===== src/rtl/wb_unit_pkg.sv =====
// wb_unit_pkg: shared constants and types for the register-file writeback unit.
//   AW, DW, NREG  : register address width, data width, register count
//   LDQ, MAXLD    : load-return FIFO depth, maximum outstanding loads
//   ZERO_REG      : hardwired-zero register, never written nor marked busy
//   RA_REG        : link register targeted by JAL
package wb_unit_pkg;

   localparam int unsigned AW       = 5;
   localparam int unsigned DW       = 32;
   localparam int unsigned NREG     = 32;
   localparam int unsigned LDQ      = 2;
   localparam int unsigned MAXLD    = 4;
   localparam int unsigned ZERO_REG = 0;
   localparam int unsigned RA_REG   = 31;

   // Which source drives the write port this cycle.
   typedef enum logic [1:0] {
      SrcNone,
      SrcAlu,
      SrcLoad
   } wb_src_e;

endpackage


===== src/rtl/wb_fifo.sv =====
// wb_fifo: synchronous FIFO with full/empty flags.
//   clk_i    : clock, rising edge
//   rst_ni   : synchronous active-low reset, empties the FIFO
//   push_i   : write wdata_i (ignored when full)
//   wdata_i  : data to push
//   pop_i    : drop the head entry (ignored when empty)
//   rdata_o  : current head entry
//   full_o   : Depth entries held
//   empty_o  : no entries held
module wb_fifo #(
   parameter int unsigned Depth = 2,
   parameter int unsigned Width = 37
) (
   input  logic             clk_i,
   input  logic             rst_ni,
   input  logic             push_i,
   input  logic [Width-1:0] wdata_i,
   input  logic             pop_i,
   output logic [Width-1:0] rdata_o,
   output logic             full_o,
   output logic             empty_o
);

   localparam int unsigned PW = (Depth > 1) ? $clog2(Depth) : 1;
   localparam int unsigned CW = $clog2(Depth + 1);

   logic [Width-1:0] mem_q [Depth];
   logic [PW-1:0]    wr_ptr_q, wr_ptr_d;
   logic [PW-1:0]    rd_ptr_q, rd_ptr_d;
   logic [CW-1:0]    cnt_q, cnt_d;
   logic             push_ok, pop_ok;

   function automatic logic [PW-1:0] next_ptr(input logic [PW-1:0] p);
      return (p == PW'(Depth - 1)) ? '0 : p + 1'b1;
   endfunction

   assign full_o  = (cnt_q == CW'(Depth));
   assign empty_o = (cnt_q == '0);
   assign push_ok = push_i & ~full_o;
   assign pop_ok  = pop_i & ~empty_o;
   assign rdata_o = mem_q[rd_ptr_q];

   always_comb begin
      wr_ptr_d = wr_ptr_q;
      rd_ptr_d = rd_ptr_q;
      cnt_d    = cnt_q;
      if (push_ok) wr_ptr_d = next_ptr(wr_ptr_q);
      if (pop_ok)  rd_ptr_d = next_ptr(rd_ptr_q);
      case ({push_ok, pop_ok})
         2'b10:   cnt_d = cnt_q + 1'b1;
         2'b01:   cnt_d = cnt_q - 1'b1;
         default: cnt_d = cnt_q;
      endcase
   end

   always_ff @(posedge clk_i) begin
      if (!rst_ni) begin
         wr_ptr_q <= '0;
         rd_ptr_q <= '0;
         cnt_q    <= '0;
      end else begin
         wr_ptr_q <= wr_ptr_d;
         rd_ptr_q <= rd_ptr_d;
         cnt_q    <= cnt_d;
      end
   end

   // Storage needs no reset; stale entries are never visible past empty_o.
   always_ff @(posedge clk_i) begin
      if (push_ok) mem_q[wr_ptr_q] <= wdata_i;
   end

endmodule


===== src/rtl/wb_unit.sv =====
// wb_unit: register-file writeback unit with busy scoreboard and load-return FIFO.
//   CLK, RST              : clock; synchronous active-low reset
//   Iss_valid/dst/load    : decode issues a register-writing instruction
//   Q_rs, Q_rt            : sources of the instruction in decode
//   Stall                 : decode must hold (source busy or load limit reached)
//   Alu_valid/dst/data    : ALU result, highest priority, never back-pressured
//   Ld_valid/dst/data     : load return data into the FIFO
//   Ld_ready              : FIFO can accept a load this cycle
//   We, Wadr, Wdata       : registered register-file write port
module wb_unit
   import wb_unit_pkg::*;
#(
   parameter int unsigned NREG  = wb_unit_pkg::NREG,
   parameter int unsigned DW    = wb_unit_pkg::DW,
   parameter int unsigned AW    = wb_unit_pkg::AW,
   parameter int unsigned LDQ   = wb_unit_pkg::LDQ,
   parameter int unsigned MAXLD = wb_unit_pkg::MAXLD
) (
   input  logic          CLK,
   input  logic          RST,
   input  logic          Iss_valid,
   input  logic [AW-1:0] Iss_dst,
   input  logic          Iss_load,
   input  logic [AW-1:0] Q_rs,
   input  logic [AW-1:0] Q_rt,
   output logic          Stall,
   input  logic          Alu_valid,
   input  logic [AW-1:0] Alu_dst,
   input  logic [DW-1:0] Alu_data,
   input  logic          Ld_valid,
   output logic          Ld_ready,
   input  logic [AW-1:0] Ld_dst,
   input  logic [DW-1:0] Ld_data,
   output logic          We,
   output logic [AW-1:0] Wadr,
   output logic [DW-1:0] Wdata
);

   localparam int unsigned CW = $clog2(MAXLD + 1);
   localparam logic [AW-1:0] Zero = AW'(ZERO_REG);

   logic [NREG-1:0] busy_q, busy_d;
   logic [CW-1:0]   ld_cnt_q, ld_cnt_d;
   logic            we_q, we_d;
   logic [AW-1:0]   wadr_q, wadr_d;
   logic [DW-1:0]   wdata_q, wdata_d;

   logic            fifo_full, fifo_empty, fifo_push, fifo_pop;
   logic [AW+DW-1:0] fifo_head;

   wb_src_e         src;
   logic [AW-1:0]   sel_dst;
   logic [DW-1:0]   sel_data;
   logic            src_busy, ld_limit, issue_ok, ld_inc, ld_dec;

   // Register 0 is excluded explicitly so a stray busy bit can never stall it.
   assign src_busy = ((Q_rs != Zero) & busy_q[Q_rs]) | ((Q_rt != Zero) & busy_q[Q_rt]);
   assign ld_limit = Iss_load & (ld_cnt_q == CW'(MAXLD));
   assign Stall    = src_busy | ld_limit;

   // Ready depends only on full, so a same-cycle pop never frees a slot early.
   assign Ld_ready  = ~fifo_full & RST;
   assign fifo_push = Ld_valid & Ld_ready;

   wb_fifo #(
      .Depth (LDQ),
      .Width (AW + DW)
   ) u_fifo (
      .clk_i   (CLK),
      .rst_ni  (RST),
      .push_i  (fifo_push),
      .wdata_i ({Ld_dst, Ld_data}),
      .pop_i   (fifo_pop),
      .rdata_o (fifo_head),
      .full_o  (fifo_full),
      .empty_o (fifo_empty)
   );

   // Arbitration: ALU first, otherwise drain the FIFO head.
   always_comb begin
      src      = SrcNone;
      fifo_pop = 1'b0;
      sel_dst  = '0;
      sel_data = '0;
      if (Alu_valid) begin
         src      = SrcAlu;
         sel_dst  = Alu_dst;
         sel_data = Alu_data;
      end else if (!fifo_empty) begin
         src      = SrcLoad;
         fifo_pop = 1'b1;
         sel_dst  = fifo_head[AW+DW-1:DW];
         sel_data = fifo_head[DW-1:0];
      end
   end

   // Writes to register 0 consume the source but leave the port untouched.
   always_comb begin
      we_d    = (src != SrcNone) && (sel_dst != Zero);
      wadr_d  = we_d ? sel_dst  : wadr_q;
      wdata_d = we_d ? sel_data : wdata_q;
   end

   always_comb begin
      issue_ok = Iss_valid & ~Stall;
      ld_inc   = issue_ok & Iss_load;
      ld_dec   = fifo_pop & (ld_cnt_q != '0);
      ld_cnt_d = ld_cnt_q;
      case ({ld_inc, ld_dec})
         2'b10:   ld_cnt_d = ld_cnt_q + 1'b1;
         2'b01:   ld_cnt_d = ld_cnt_q - 1'b1;
         default: ld_cnt_d = ld_cnt_q;
      endcase
   end

   // Clear before set so a same-edge reissue to the written register stays busy.
   always_comb begin
      busy_d = busy_q;
      if (we_q) busy_d[wadr_q] = 1'b0;
      if (issue_ok && (Iss_dst != Zero)) busy_d[Iss_dst] = 1'b1;
      busy_d[ZERO_REG] = 1'b0;
   end

   always_ff @(posedge CLK) begin
      if (!RST) begin
         busy_q   <= '0;
         ld_cnt_q <= '0;
         we_q     <= 1'b0;
         wadr_q   <= '0;
         wdata_q  <= '0;
      end else begin
         busy_q   <= busy_d;
         ld_cnt_q <= ld_cnt_d;
         we_q     <= we_d;
         wadr_q   <= wadr_d;
         wdata_q  <= wdata_d;
      end
   end

   assign We    = we_q;
   assign Wadr  = wadr_q;
   assign Wdata = wdata_q;

endmodule

===== config.mk =====
export PLATFORM = sky130hd
export DESIGN_NAME = wb_unit
export DESIGN_NICKNAME = d
export VERILOG_FILES = /design/src/rtl/wb_unit_pkg.sv /design/src/rtl/wb_fifo.sv /design/src/rtl/wb_unit.sv
export SDC_FILE = /design/constraint.sdc
export NUM_CORES = 1
export LEC_CHECK = 0
export CAP_MARGIN = 20
export CORE_UTILIZATION = 25
export CTS_CLUSTER_DIAMETER = 80
export DETAILED_ROUTE_END_ITERATION = 7
export SLEW_MARGIN = 15
export SYNTH_ARGS = -nofsm -noshare
export SYNTH_HDL_FRONTEND = slang
export SYNTH_HIERARCHICAL = 1
export SYNTH_SLANG_ARGS = --single-unit
export TNS_END_PERCENT = 5

===== constraint.sdc =====
create_clock -name CLK -period 6.9 [get_ports CLK]
set_input_delay 1.035 -clock CLK [delete_from_list [all_inputs] [get_ports CLK]]
set_output_delay 1.035 -clock CLK [all_outputs]
set_load 0.005 [all_outputs]

==> results of run 1 <==
[placed cells by master (no fill, tap or decap), types with 3 or more instances in the layout]
cell,count
nor2b_1,8
nand2_1,17
o21ai_1,3
a21boi_1,5
mux4_2,13
clkdlybuf4s50_1,132
and2_1,6
nand3_1,8
a211oi_1,3
o21ai_0,4
dfxtp_1,76
nand2b_1,37
or3b_2,6
xnor2_1,4
a221o_1,32
o211ai_1,31
edfxtp_1,74
inv_6,6
or3_1,19
inv_1,6
and3_1,34
mux2_2,37
o31ai_2,27
mux2i_1,8
buf_4,7
a22oi_1,4
clkbuf_16,17
nand3b_1,5
clkinv_4,4
nor3_1,4
nand4_1,10
nor2_1,6
[worst max-delay path, cell delays in order]
cell and delay (ps):
clkdlybuf4s50_1 790, mux4_2 560, nand2b_1 150, a41o_1 260, a211o_4 480, or2_1 300, clkdlybuf4s50_1 450
[cell type report]
class	count	area, um^2	area share, %
flip-flops and latches	151	3765	40.39
multi-input cells	365	3109	33.36
repair buffers	141	1384	14.85
well taps	378	473.0	5.074
clock buffers	18	429.2	4.604
clock inverters	14	131.4	1.409
inverters	8	30.03	0.3221
[how the worst min path moves through the flow]
stage          slack, ps  cells after the start                      endpoint
3_3_place_gp         470                      2  u_fifo/wr_ptr_q$_SDFFE_PN0P_
3_5_place_dp         470                      2  u_fifo/wr_ptr_q$_SDFFE_PN0P_
4_1_cts              490                      2  u_fifo/wr_ptr_q$_SDFFE_PN0P_
6_report             490                      2  u_fifo/wr_ptr_q$_SDFFE_PN0P_
2_1_floorplan        460                      2  u_fifo/wr_ptr_q$_SDFFE_PN0P_
5_1_grt              540                      2  u_fifo/wr_ptr_q$_SDFFE_PN0P_
[kinds of logic after synthesis]
logic type | after synthesis | synth area share (%)
compound gates | 123 | 15.96
buf+inv | 62 | 3.924
mux | 59 | 11.21
fa+ha+maj | 3 | 0.6305
simple gates | 175 | 14.98
xor+xnor | 5 | 0.6130
flops | 151 | 52.69
[flip-flops by register name, summed over array words and instances (netlist names), named ones only]
| register | cells |
|---|---|
| Wadr | 5 |
| Wdata | 32 |
| We | 1 |
| busy_q | 31 |
| ld_cnt_q | 3 |
| u_fifo/cnt_q | 2 |
| u_fifo/mem_q | 74 |
| u_fifo/rd_ptr_q | 1 |
| u_fifo/wr_ptr_q | 1 |
[power groups by stage]
stage	sequential, uW	clock (uW)	combinational, uW
2_1_floorplan	1030	0	174
3_3_place_gp	1040	0	322
3_5_place_dp	1040	0	325
4_1_cts	1020	921	327
5_1_grt	1020	956	352
6_report	1020	891	323
[through the flow]
stage,instance area (um^2),util (%),std cells,power [uW]
detailed placement,8761,31.36,1043,1361
finish,9321,33.37,1075,2231
global route,9321,33.37,1075,2331
floorplan,7143,-,578,1204
global placement,8761,31.36,1043,1358
CTS,9321,33.37,1075,2265
[per-layer routing]
layer	vias up	share of wire, %	global-route usage [%]
met5	-	0.068	0
met4	2	0.78	3.533
met3	12	8.8	4.742
met2	196	46	21.54
met1	2620	44	17.29
li1	2467	-	-
==> impl_metrics.env, run 1 <==
export IMPL_outcome="completed"
export IMPL_cap_viol_max_count=0
export IMPL_timing_rr_end="Wdata[8]$_SDFFE_PN0P_"
export IMPL_clockBufferDepth=2
export IMPL_startpoint_type="input pin"
export IMPL_synth_flop_cell="dfxtp_1"
export IMPL_coreArea_um2=27930
export IMPL_cts_hold_buf=0
export IMPL_wl_um=19090
export IMPL_vias=5297
export IMPL_worstSetupPathType="in -> out"
export IMPL_die_w_um=171.0
export IMPL_powerDensity_nw_per_um2=239.4
export IMPL_slew_viol_final=0
export IMPL_hp_start="u_fifo/wr_ptr_q$_SDFFE_PN0P_"
export IMPL_finClkSkew_ps=12.22
export IMPL_seqPwrFrac_pct=45.6
export IMPL_crit_start="Q_rs[0]"
export IMPL_p_comb_share_pct=14.5
export IMPL_power_switching_uw=588.1
export IMPL_ys_warn_count=6
export IMPL_post_route_period_util_pct=73.53
export IMPL_area_growth_pct=30.50
export IMPL_synth_cell_type_count=58
export IMPL_dpl_hpwl_um=12430
export IMPL_grt_setup_unrepaired="false"
export IMPL_grt_pass1_vias=5363
export IMPL_fin_crit_ps=5074
export IMPL_drc=0
export IMPL_synth_most_common_cell="dfxtp_1"
export IMPL_cp_data_arrival_time_ps=4040
export IMPL_worst_skew_pair_late_latency_ps=420
export IMPL_cts_resized_gates=0
export IMPL_ant_nets=0
export IMPL_synth_top_area_share_pct=31.11
export IMPL_yosys_top_cells_area="edfxtp_1 (31%), dfxtp_1 (22%), mux2_2 (5.8%)"
export IMPL_routed_via_density=4.927
export IMPL_synth_common_cells="dfxtp_1 (77), edfxtp_1 (74), mux2_2 (37), nand2b_1 (37), and3_1 (35)"
export IMPL_clk_pin_slew_ps=70
export IMPL_synthesis_nets=676
export IMPL_cts_tree="done"
export IMPL_end_kind="primary output"
export IMPL_p_clk_share_pct=39.9
export IMPL_post_cts_buffers=0
export IMPL_vdd_drop_max_mv=0.1319
export IMPL_grt_ovfl_total=0
export IMPL_final_nets=782
export IMPL_hold_path_class="reg -> reg"
export IMPL_track_usage_pct=13.52
export IMPL_worst_slew_pin_slew_ps=999.2
export IMPL_wire_per_inst_um=17.76
export IMPL_layout_drive_gt1_share_pct=18.65
export IMPL_port_buffers=134
export IMPL_path_max_fanout=33
export IMPL_internal_power_uw=1643
export IMPL_post_place_ws_ps=1805
export IMPL_fmax_mhz=197.1
export IMPL_hold_viol=0
export IMPL_cts_buffers=17
export IMPL_dieHeight_um=171.0
export IMPL_synth_seq_cells=151
export IMPL_synth_area_um2=7143
export IMPL_fp_dieArea_um2=29250
export IMPL_setup_tns_ps=0
export IMPL_antenna_cells=0
export IMPL_critPathCapture="Stall"
export IMPL_avgSynthCellArea_um2=12.36
export IMPL_clk_root_buffer_cell="clkbuf_16"
export IMPL_rows=61
export IMPL_start_util_pct=25.57
export IMPL_cts_sinks=151
export IMPL_grt_pass1_wl_um=30300
export IMPL_synth_edf_count=74
export IMPL_nFillCells=2851
export IMPL_first_pass_iters=5
export IMPL_yosysTopAreaCell="edfxtp_1"
export IMPL_worstPathRequired_ps=5860
export IMPL_synthArstFlopShare_pct=0
export IMPL_cts_max_level=4
export IMPL_grt_max_degree=87
export IMPL_drt_iter0_markers=290
export IMPL_p_leak_uw=0.003202
export IMPL_gp_congestion=0.8294
export IMPL_setup_violations=0
export IMPL_netSwitchingFraction_pct=26.35
export IMPL_ys_seq_area_share_pct=52.69
export IMPL_fin_ws_ps=1826
export IMPL_holdWs_ps=486.8
export IMPL_synth_cells=578
export IMPL_slew_limit_headroom_pct=33.39
export IMPL_r2r_worst_path_cells=8
export IMPL_antenna_found_initial=2
export IMPL_ff2ff_setup_slack_ps=3170
export IMPL_top_level_ports=135
Note: power is estimated with default switching activity, not from simulation.
==> run 2, diff against run 1 <==
==> constraint.sdc (replaced) <==
create_clock -name CLK -period 4.7 [get_ports CLK]
set_input_delay 0.705 -clock CLK [delete_from_list [all_inputs] [get_ports CLK]]
set_output_delay 0.705 -clock CLK [all_outputs]
set_load 0.005 [all_outputs]
==> run 2 against run 1 <==
  * Sequential share of layout area decreased by 0.33 points
  * Final cell count increased by 0.37%
  * Sequential power increased by 46%
  * Global-route usage increased by 0.19 points
  * Die area unchanged
  * Sequential cell count unchanged
  * Clock power increased by 56%
  * Clock skew increased by 1.4 ps
  * Wire length increased by 1.8%
  * First-iteration DRC count increased by 33%
  * Critical path type unchanged
  * Largest cell class unchanged
  * Highest routed layer is now met4
==> impl_metrics.env, run 2 (synthesis gave the netlist of run 1 again) <==
export IMPL_outcome="completed"
export IMPL_slew_viol_final=0
export IMPL_post_cts_buffers=0
export IMPL_critPathMostFrequentCell="clkdlybuf4s50_1"
export IMPL_setup_violations=0
export IMPL_powerDensity_nw_per_um2=357.5
export IMPL_track_usage_pct=13.71
export IMPL_area_growth_pct=31.58
export IMPL_coreArea_um2=27930
export IMPL_startpoint_type="input pin"
export IMPL_p_clk_share_pct=41.3
export IMPL_clk_pin_slew_ps=70
export IMPL_dpl_hpwl_um=12660
export IMPL_hold_path_class="reg -> reg"
export IMPL_final_nets=785
export IMPL_cts_sinks=151
export IMPL_finClkSkew_ps=13.63
export IMPL_ant_nets=0
export IMPL_gp_congestion=0.8329
export IMPL_rows=61
export IMPL_cts_max_level=4
export IMPL_port_buffers=134
export IMPL_grt_max_degree=86
export IMPL_grt_ovfl_total=0
export IMPL_dieHeight_um=171.0
export IMPL_worstPathRequired_ps=3990
export IMPL_cts_resized_gates=0
export IMPL_wl_um=19440
export IMPL_regMostFlops="u_fifo/mem_q"
export IMPL_hold_viol=0
export IMPL_slowest_delay_ps=760
export IMPL_p_comb_share_pct=14.3
export IMPL_clockBufferDepth=2
export IMPL_final_common_cell="clkdlybuf4s50_1"
export IMPL_cap_viol_max_count=0
export IMPL_drt_iter0_markers=387
export IMPL_antenna_found_initial=2
export IMPL_vias=5232
export IMPL_fin_ws_ps=707.9
export IMPL_p_leak_uw=0.003237
export IMPL_netSwitchingFraction_pct=27.45
export IMPL_grt_pass1_wl_um=30370
export IMPL_slowest_stage="clkdlybuf4s50_1"
export IMPL_worst_slew_pin_slew_ps=990.8
export IMPL_fp_dieArea_um2=29250
export IMPL_layout_drive_gt1_share_pct=19.14
export IMPL_die_w_um=171.0
export IMPL_cp_cell_sequence="clkdlybuf4s50_1 -> mux4_2 -> mux2i_1 -> nand2_1 -> a211o_4 -> or2_1 -> clkdlybuf4s50_1"
export IMPL_internal_power_uw=2437
export IMPL_path_max_fanout=8
export IMPL_grt_pass1_vias=5325
export IMPL_seqPwrFrac_pct=44.4
export IMPL_drc=0
export IMPL_cts_tree="done"
export IMPL_top_level_ports=135
export IMPL_post_place_ws_ps=643.3
export IMPL_vdd_drop_max_mv=0.2182
export IMPL_grt_setup_unrepaired="false"
export IMPL_cts_buffers=17
export IMPL_wire_per_inst_um=18.01
export IMPL_clk_root_buffer_cell="clkbuf_16"
export IMPL_setup_tns_ps=0
export IMPL_fin_crit_ps=3992
export IMPL_mostFrequentLayoutCells="clkdlybuf4s50_1 (132), dfxtp_1 (76), edfxtp_1 (74)"
export IMPL_routed_via_density=4.849
export IMPL_fmax_mhz=250.5
export IMPL_start_util_pct=25.57
export IMPL_cts_hold_buf=0
export IMPL_slew_limit_headroom_pct=33.95
export IMPL_first_pass_iters=5
export IMPL_end_kind="primary output"
export IMPL_worstSetupPathType="in -> out"
export IMPL_cp_data_arrival_time_ps=3290
export IMPL_worst_skew_pair_late_latency_ps=430
export IMPL_post_route_period_util_pct=84.94
export IMPL_power_switching_uw=922.3
export IMPL_largest_register_ffs=74
run 2: metrics by stage:
stage | instance area, um^2 | hold slack, ps | power [uW] | cells | utilization (%)
2_1_floorplan | 7143 | 457.0 | 1767 | 578 | -
3_3_place_gp | 8796 | 468.0 | 2000 | 1046 | 31.49
6_report | 9399 | 510.7 | 3360 | 1079 | 33.65
5_1_grt | 9397 | 532.8 | 3509 | 1078 | 33.64
3_5_place_dp | 8796 | 487.0 | 2004 | 1046 | 31.49
4_1_cts | 9397 | 497.4 | 3411 | 1078 | 33.64
run 2: worst paths after layout:
| path | startpoint | to | slack (ps) | cells after the start |
|---|---|---|---|---|
| max | Q_rt[2] | Stall | 710 | 7 |
| min | u_fifo/wr_ptr_q$_SDFFE_PN0P_ | u_fifo/wr_ptr_q$_SDFFE_PN0P_ | 510 | 2 |
| max reg2reg | busy_q[10]$_SDFF_PN0_ | ld_cnt_q[2]$_SDFFE_PN0P_ | 1760 | 11 |
| min reg2reg | u_fifo/wr_ptr_q$_SDFFE_PN0P_ | u_fifo/wr_ptr_q$_SDFFE_PN0P_ | 510 | 2 |
run 2: power by group through the flow:
stage / combinational (uW) / clock, uW / sequential, uW
after floorplan: 256 / 0 / 1510
after global placement: 480 / 0 / 1520
after detailed placement: 485 / 0 / 1520
after CTS: 486 / 1430 / 1490
after global routing: 525 / 1490 / 1500
final: 480 / 1390 / 1490
run 2: cell type report:
type	count	area, um^2
Tap cell	378	473.0
Antenna cell	1	2.502
Inverter	8	30.03
Fill cell	2851	18540
Sequential cell	151	3765
Multi-Input combinational cell	365	3109
Clock inverter	15	175.2
Clock buffer	17	425.4
Timing Repair Buffer	144	1419
run 2: routing by layer:
metal | up-vias | global-route usage, % | part of all wire (%)
met3 | 14 | 4.765 | 8.7
met2 | 185 | 21.88 | 45
met5 | - | 0 | 0
li1 | 2472 | - | -
met4 | 0 | 3.533 | 0.90
met1 | 2561 | 17.57 | 46
run 2: critical path: cells and delay by family:
kind | cells | cell delay [ps]
compound gates | 1 | 360
mux | 2 | 700
simple gates | 2 | 310
buf+inv | 2 | 1210
==> run 3, diff against run 2 <==
==> constraint.sdc (replaced) <==
create_clock -name CLK -period 3.8 [get_ports CLK]
set_input_delay 0.57 -clock CLK [delete_from_list [all_inputs] [get_ports CLK]]
set_output_delay 0.57 -clock CLK [all_outputs]
set_load 0.005 [all_outputs]
==> run 3 against run 2 <==
  * Sequential cell count unchanged
  * First-iteration DRC count is 27% lower
  * Sequential share of layout area fell by 0.31 points
  * Non-clock buffer count grew 9
  * Clock skew is 5.7 ps higher
  * Clock power rose by 22%
  * Die area unchanged
  * Critical path depth is 1 higher
  * Count of clock-buffer cells in the layout is the same
  * Critical endpoint unchanged
==> impl_metrics.env, run 3 (synthesis gave the netlist of run 1 again) <==
export IMPL_outcome="completed"
export IMPL_slowest_stage="clkdlybuf4s50_1"
export IMPL_cp_data_arrival_time_ps=3070
export IMPL_clk_pin_slew_ps=70
export IMPL_cp_cell_sequence="clkdlybuf4s50_1 -> buf_4 -> mux4_2 -> mux2i_1 -> o22a_1 -> nand2_1 -> or2_1 -> clkdlybuf4s50_1"
export IMPL_holdWs_ps=501.5
export IMPL_critical_path_top_delay_family="buffers and inverters"
export IMPL_placed_cells=1055
export IMPL_worst_slew_pin_slew_ps=683.0
export IMPL_layout_drive_gt1_share_pct=20.17
export IMPL_gp_congestion=0.8725
export IMPL_wl_um=19600
export IMPL_slowest_delay_ps=610
export IMPL_final_util_pct=33.91
export IMPL_port_buffers=134
export IMPL_drc=0
export IMPL_cts_tree="done"
export IMPL_cts_sinks=151
export IMPL_post_place_ws_ps=-32.43
export IMPL_vias=5245
export IMPL_grt_max_degree=55
export IMPL_start_util_pct=25.57
export IMPL_worst_skew_pair_late_latency_ps=430
export IMPL_rows=61
export IMPL_worstSetupPathType="in -> out"
export IMPL_vdd_drop_max_mv=0.2411
export IMPL_ff2ff_setup_slack_ps=880
export IMPL_mostFrequentLayoutCells="clkdlybuf4s50_1 (132), dfxtp_1 (76), edfxtp_1 (74)"
export IMPL_setup_violations=0
export IMPL_regMostFlops="u_fifo/mem_q"
export IMPL_cts_hold_buf=0
export IMPL_fin_crit_ps=3635
export IMPL_dpl_hpwl_um=13310
export IMPL_cap_viol_max_count=0
export IMPL_fmax_mhz=275.1
export IMPL_dieHeight_um=171.0
export IMPL_end_kind="primary output"
export IMPL_timing_rr_end="ld_cnt_q[2]$_SDFFE_PN0P_"
export IMPL_area_growth_pct=32.60
export IMPL_fp_dieArea_um2=29250
export IMPL_clockBufferDepth=2
export IMPL_worstPathRequired_ps=3230
export IMPL_finClkSkew_ps=19.33
export IMPL_final_common_cell="clkdlybuf4s50_1"
export IMPL_antenna_found_initial=2
export IMPL_first_pass_iters=4
export IMPL_hold_end="u_fifo/wr_ptr_q$_SDFFE_PN0P_"
export IMPL_grt_setup_unrepaired="false"
export IMPL_ant_nets=0
export IMPL_startpoint_type="input pin"
export IMPL_grt_pass1_wl_um=30610
export IMPL_cts_max_level=4
export IMPL_final_nets=794
export IMPL_whs_path_depth=2
export IMPL_post_cts_buffers=0
export IMPL_hold_viol=0
export IMPL_r2r_worst_path_cells=11
export IMPL_path_depth=8
export IMPL_slew_limit_headroom_pct=54.46
export IMPL_coreArea_um2=27930
export IMPL_grt_ovfl_total=0
export IMPL_routed_via_density=4.821
export IMPL_critical_path_buf_inv_count=3
export IMPL_wire_per_inst_um=18.01
export IMPL_slew_viol_final=0
export IMPL_critPathMostFrequentCell="clkdlybuf4s50_1"
export IMPL_largest_register_ffs=74
export IMPL_top_level_ports=135
export IMPL_hold_path_class="reg -> reg"
export IMPL_post_route_period_util_pct=95.67
export IMPL_r2r_start="busy_q[14]$_SDFF_PN0_"
export IMPL_track_usage_pct=13.86
export IMPL_die_w_um=171.0
export IMPL_hp_start="u_fifo/wr_ptr_q$_SDFFE_PN0P_"
export IMPL_fin_ws_ps=164.7
export IMPL_instances_no_fill=1088
export IMPL_powerDensity_nw_per_um2=437.5
export IMPL_clk_root_buffer_cell="clkbuf_16"
export IMPL_cts_buffers=17
export IMPL_cts_resized_gates=0
export IMPL_drt_iter0_markers=284
export IMPL_path_max_fanout=6
export IMPL_grt_pass1_vias=5314
export IMPL_p_leak_uw=0.003279
==> run 3: stage by stage <==
stage | instance area (um^2) | setup TNS [ps] | total power, uW
2_1_floorplan | 7143 | 0 | 2186
6_report | 9472 | 0 | 4144
3_5_place_dp | 8864 | -32.43 | 2483
5_1_grt | 9469 | 0 | 4330
3_3_place_gp | 8864 | 0 | 2480
4_1_cts | 9469 | 0 | 4203
==> run 3: power by group <==
part | total [uW] | internal, uW | switching (uW)
Sequential | 1850 | 1800 | 48.6
Clock | 1700 | 889 | 809
Combinational | 599 | 330 | 268
Total | 4140 | 3020 | 1130
==> run 3: worst max path at each step <==
| stage | slack (ps) | startpoint | end |
|---|---|---|---|
| after global routing | 40 | Q_rs[0] | Stall |
| after CTS | 150 | Q_rs[0] | Stall |
| after global placement | 9 | Q_rs[0] | ld_cnt_q[2]$_SDFFE_PN0P_ |
| after floorplan | 590 | Q_rt[2] | ld_cnt_q[2]$_SDFFE_PN0P_ |
| after detailed placement | -30 | Q_rs[0] | ld_cnt_q[2]$_SDFFE_PN0P_ |
| final | 160 | Q_rs[0] | Stall |
==> run 3: per-layer routing <==
layer | part of all wire (%) | wire length (um) | track usage (%)
met1 | 44 | 8606 | 17.27
met2 | 46 | 9077 | 22.66
met3 | 8.7 | 1701 | 4.765
met4 | 1.0 | 196 | 3.766
met5 | 0.066 | 13 | 0
==> run 3: worst min-delay path: cells and delay by family (launching register included) <==
family          cells  cell delay (ps)
compound gates      2              130
flops               1              320
==> run 3: layout make-up <==
| cell class | instances | area, um^2 |
|---|---|---|
| clock inverters | 15 | 180.2 |
| clock buffers | 17 | 425.4 |
| inverters | 8 | 30.03 |
| well taps | 378 | 473.0 |
| multi-input cells | 365 | 3109 |
| repair buffers | 153 | 1486 |
| fillers | 2824 | 18460 |
| diodes | 1 | 2.502 |
| flip-flops and latches | 151 | 3765 |
